## config.mk

```make
export PLATFORM = sky130hd
export DESIGN_NAME = cu_mod0_1
export DESIGN_NICKNAME = d
export VERILOG_FILES = /design/src/rtl/cu_mod0_1.sv
export SDC_FILE = /design/constraint.sdc
export NUM_CORES = 1
export LEC_CHECK = 0
export CORE_UTILIZATION = 40
export DETAILED_ROUTE_END_ITERATION = 12
export MAX_ROUTING_LAYER = met4
export SLEW_MARGIN = 10
export SYNTH_ARGS = -nofsm -noshare
export SYNTH_HDL_FRONTEND = slang
export SYNTH_SLANG_ARGS = --single-unit
```

## constraint.sdc

```tcl
create_clock -name clk -period 5 [get_ports clk]
set_input_delay 0.75 -clock clk [delete_from_list [all_inputs] [get_ports clk]]
set_output_delay 0.75 -clock clk [all_outputs]
set_load 0.05 [all_outputs]
```

## src/rtl/cu_mod0_1.sv

```systemverilog
// Control unit for the BF2II stage of a radix-2^2 SDF FFT: butterfly/rotation
// controls, output valid/alert and a self-timed delay-line drain at end of stream.
module cu_mod0_1 #(
  parameter int DLY   = 8,
  parameter int BLK   = 64,
  parameter int CNT_W = $clog2(BLK)
) (
  input  logic clk,
  input  logic rst,
  input  logic valid_in,
  input  logic alert_in,
  output logic bf_en,
  output logic rot_en,
  output logic valid_out,
  output logic alert_out,
  output logic resync,
  output logic busy
);

  localparam int B  = $clog2(DLY);
  localparam int FW = (B < 1) ? 1 : B;
  localparam logic [CNT_W-1:0] DLY_C   = CNT_W'(DLY);
  localparam logic [CNT_W-1:0] DLY_M1  = CNT_W'(DLY - 1);
  localparam logic [FW-1:0]    FL_LAST = FW'(DLY - 1);

  typedef enum logic [1:0] {IDLE, RUN, FLUSH} state_t;

  state_t             state_q, state_d;
  logic [CNT_W-1:0]   idx_q, idx_d;
  logic               primed_q, primed_d;
  logic [FW-1:0]      flush_q, flush_d;
  logic               bf_q, bf_d;
  logic               rot_q, rot_d;
  logic               vo_q, vo_d;
  logic               al_q, al_d;
  logic               rs_q, rs_d;

  logic               take;
  logic [CNT_W-1:0]   cur_idx;

  always_ff @(posedge clk or posedge rst) begin
    if (rst) begin
      state_q  <= IDLE;
      idx_q    <= '0;
      primed_q <= 1'b0;
      flush_q  <= '0;
      bf_q     <= 1'b0;
      rot_q    <= 1'b0;
      vo_q     <= 1'b0;
      al_q     <= 1'b0;
      rs_q     <= 1'b0;
    end else begin
      state_q  <= state_d;
      idx_q    <= idx_d;
      primed_q <= primed_d;
      flush_q  <= flush_d;
      bf_q     <= bf_d;
      rot_q    <= rot_d;
      vo_q     <= vo_d;
      al_q     <= al_d;
      rs_q     <= rs_d;
    end
  end

  always_comb begin
    state_d  = state_q;
    idx_d    = idx_q;
    primed_d = primed_q;
    flush_d  = flush_q;
    bf_d     = 1'b0;
    rot_d    = 1'b0;
    vo_d     = 1'b0;
    al_d     = 1'b0;
    rs_d     = 1'b0;
    take     = 1'b0;
    cur_idx  = '0;

    case (state_q)
      IDLE: begin
        primed_d = 1'b0;
        idx_d    = '0;
        if (valid_in && alert_in) begin
          state_d = RUN;
          take    = 1'b1;
        end
      end
      RUN: begin
        if (valid_in) begin
          take    = 1'b1;
          cur_idx = alert_in ? '0 : idx_q;
          rs_d    = alert_in && (idx_q != '0);
        end else if ((idx_q == '0) && primed_q) begin
          state_d = FLUSH;
          flush_d = '0;
        end
      end
      FLUSH: begin
        if (valid_in && alert_in) begin
          state_d = RUN;
          take    = 1'b1;
          flush_d = '0;
        end else begin
          vo_d = 1'b1;
          if (flush_q == FL_LAST) begin
            state_d  = IDLE;
            primed_d = 1'b0;
            flush_d  = '0;
          end else begin
            flush_d = flush_q + FW'(1);
          end
        end
      end
      default: state_d = IDLE;
    endcase

    // Accepted sample: cur_idx is its frame index (0 when alert restarts the frame)
    if (take) begin
      bf_d  = cur_idx[B];
      rot_d = cur_idx[B+1] & ~cur_idx[B];
      vo_d  = primed_q | (cur_idx >= DLY_C);
      al_d  = (cur_idx == DLY_C);
      if (cur_idx == DLY_M1) primed_d = 1'b1;
      idx_d = cur_idx + CNT_W'(1);
    end
  end

  assign bf_en     = bf_q;
  assign rot_en    = rot_q;
  assign valid_out = vo_q;
  assign alert_out = al_q;
  assign resync    = rs_q;
  assign busy      = (state_q != IDLE);

endmodule
```

==> reports/metrics.yaml <==
status:
  status: "completed"
route:
  wl_per_cell_um: 14.9
  ant_nets: 0
  drt_wl_total_mm: 2.05
  drt_drc_violations_left: 0
  viasPerCell: 5.97
  drtIter0Drc: 30
  first_pass_iters: 4
  via_count: 818
global_routing:
  grt_pass1_wl_mm: 3.45
  grt_usage_pct: 18.2
  grt_pass1_vias: 721
  overflow: 0
  antenna_found_initial: 0
  grt_max_degree: 19
clocking:
  cts_tree: "yes"
  post-cts-setup-buffer-count: 0
  clock-sinks: 17
  clk_pin_slew_ns: 0.10
  ctsHtreeMaxLevel: 1
  post_cts_resize_count: 0
  numCtsBuffers: 3
  clock_path_buffers: 2
  clk_latency_ns: 0.28
  cts_root_buf: "clkbuf_4"
  ctsHoldBuffers: 0
sta:
  fin_crit_ns: 2.79
  drv_slew: 0
  grt_setup_unrepaired: "no"
  timing.final.ws_setup_ns: 2.21
  finalSetupTns_ns: 0
  slew_headroom_pct: 56.9
  fmax_mhz: 359
  finalSetupViolCount: 0
  finalClockSkew_ns: 0.00411
  tightest_slew_ns: 0.646
  period_share_pct: 55.7
  hold_violations: 0
placement:
  dp_hpwl_mm: 1.45
  gp_routability_congestion: 0.872
  numPortBuffers: 9
  place_ws_ns: 2.11
min_path:
  hold_class: "reg -> reg"
  min_path_cells: 1
logic_synthesis:
  synth.distinct_cells: 41
  ys_top_cells_by_area: "dfrtp_1, ha_1, nand2_1"
  syn-num-nets: 109
  synthArstFlopShare_pct: 100
  synth_most_common_cell: "dfrtp_1"
  netlist_instances: 101
  yosysTopAreaCellShare_pct: 42.4
  syn_area_um2: 1000
  synth-edff-count: 0
  synthTopCellsByCount: "dfrtp_1, nand2_1, inv_1"
  synth_top_area_cell: "dfrtp_1"
  synthFlopType: "dfrtp_1"
  ys_seq_area_share_pct: 42.4
  avgSynthCellArea_um2: 9.94
  synth_seq_cells: 17
  yosys_warnings: 0
setup_path:
  cp_num_cells: 2
  crit_chain: "or2_1 > clkdlybuf4s50_1"
  crit_fanout: 18
  critPathRequiredTime_ns: 4.25
  max_stage_delay_ns: 0.81
  arrival_ns: 2.04
  cp_slowest_cell: "clkdlybuf4s50_1"
  reg2reg_depth: 6
  crit_path_end_kind: "output port"
  crit_buf_inv: 1
  worst-setup-path-type: "reg -> out"
  critical_path.top_delay_family: "buffers and inverters"
  cp-start-kind: "flip-flop"
final_layout:
  diodes: 0
  nets: 118
  drive_gt1_share_pct: 11.0
  syn2layout_area_growth_pct: 11.5
floorplanning:
  rows: 17
  start_util_pct: 43.7
  dieWidth_um: 52.1
  core_um2: 2300
  die_h_um: 52.1
  die_area_um2: 2710
  pin_count: 10
power_and_ir_drop:
  irDropWorstVdd_mv: 0.156
  power.density_nw_per_um2: 236
  p_leak_nw: 0.482
run:
  maxCapViolations: 0
sequential cells by signal, summed over array words and instances (netlist names):
name       cells
idx_q          6
flush_q        3
state_q        2
alert_out      1
bf_en          1
primed_q       1
resync         1
rot_en         1
valid_out      1
metal layers:
metal | share of wire, % | wire length [um] | GRT usage [%]
met1 | 47 | 972 | 26.3
met2 | 47 | 958 | 25.6
met3 | 5.6 | 115 | 3.51
met4 | 0 | 0 | 5.41
met5 | 0 | 0 | -
per-stage QoR:
stage | util, % | hold WS, ns | total power, mW | cells | instance area (um^2)
floorplan | - | 0.471 | 0.182 | 101 | 1000
global placement | 47.5 | 0.495 | 0.193 | 133 | 1090
detailed placement | 47.5 | 0.502 | 0.194 | 133 | 1090
CTS | 48.7 | 0.521 | 0.267 | 137 | 1120
global route | 48.7 | 0.535 | 0.278 | 137 | 1120
finish | 48.7 | 0.525 | 0.264 | 137 | 1120
cells in the final DEF (no fill, tap or decap), types with 2 or more instances in the layout:
cell type,n
nand2b_1,5
nand2_1,9
nor4_1,3
ha_1,4
nand3_1,5
nor2_1,5
nor3_1,2
o22ai_1,3
a22o_1,3
clkdlybuf4s50_1,9
clkbuf_4,3
o21ai_0,4
or3_1,2
a32o_1,2
inv_1,7
o21bai_1,2
dfrtp_1,17
logic make-up after synthesis:
logic type                 after synthesis  share of synthesized area [%]
AOI/OAI and AO/OA                       23                           17.8
xor gates and xnor gates                 1                          0.873
adders and majority gates                5                           5.99
buffers and inverters                   12                           6.23
DFF                                     17                           42.4
and+or+nand+nor                         43                           26.7
final cells by class:
class,instances,area [um^2]
clock buffers,4,26.3
fillers,225,1180
inverters,7,26.3
multi-input cells,72,515
flip-flops and latches,17,425
well taps,28,35.0
repair buffers,9,90.1
power breakdown:
group          leakage (nW)  total, mW  internal, mW  switching, mW
Clock                0.0150     0.0732        0.0310         0.0423
Combinational         0.254     0.0416        0.0169         0.0247
Sequential            0.213      0.149         0.143        0.00670
final timing paths:
check	startpoint	endpoint	slack, ns
max in group asynchronous	rst	rot_en	3.75
hold / removal	flush_q[0]	flush_q[0]	0.52
setup / recovery	state_q[0]	busy	2.21
setup reg to reg	state_q[0]	idx_q[2]	2.77
min in group asynchronous	rst	state_q[0]	0.84
hold reg to reg	flush_q[0]	flush_q[0]	0.52
Power figures use the tool's default switching activity.
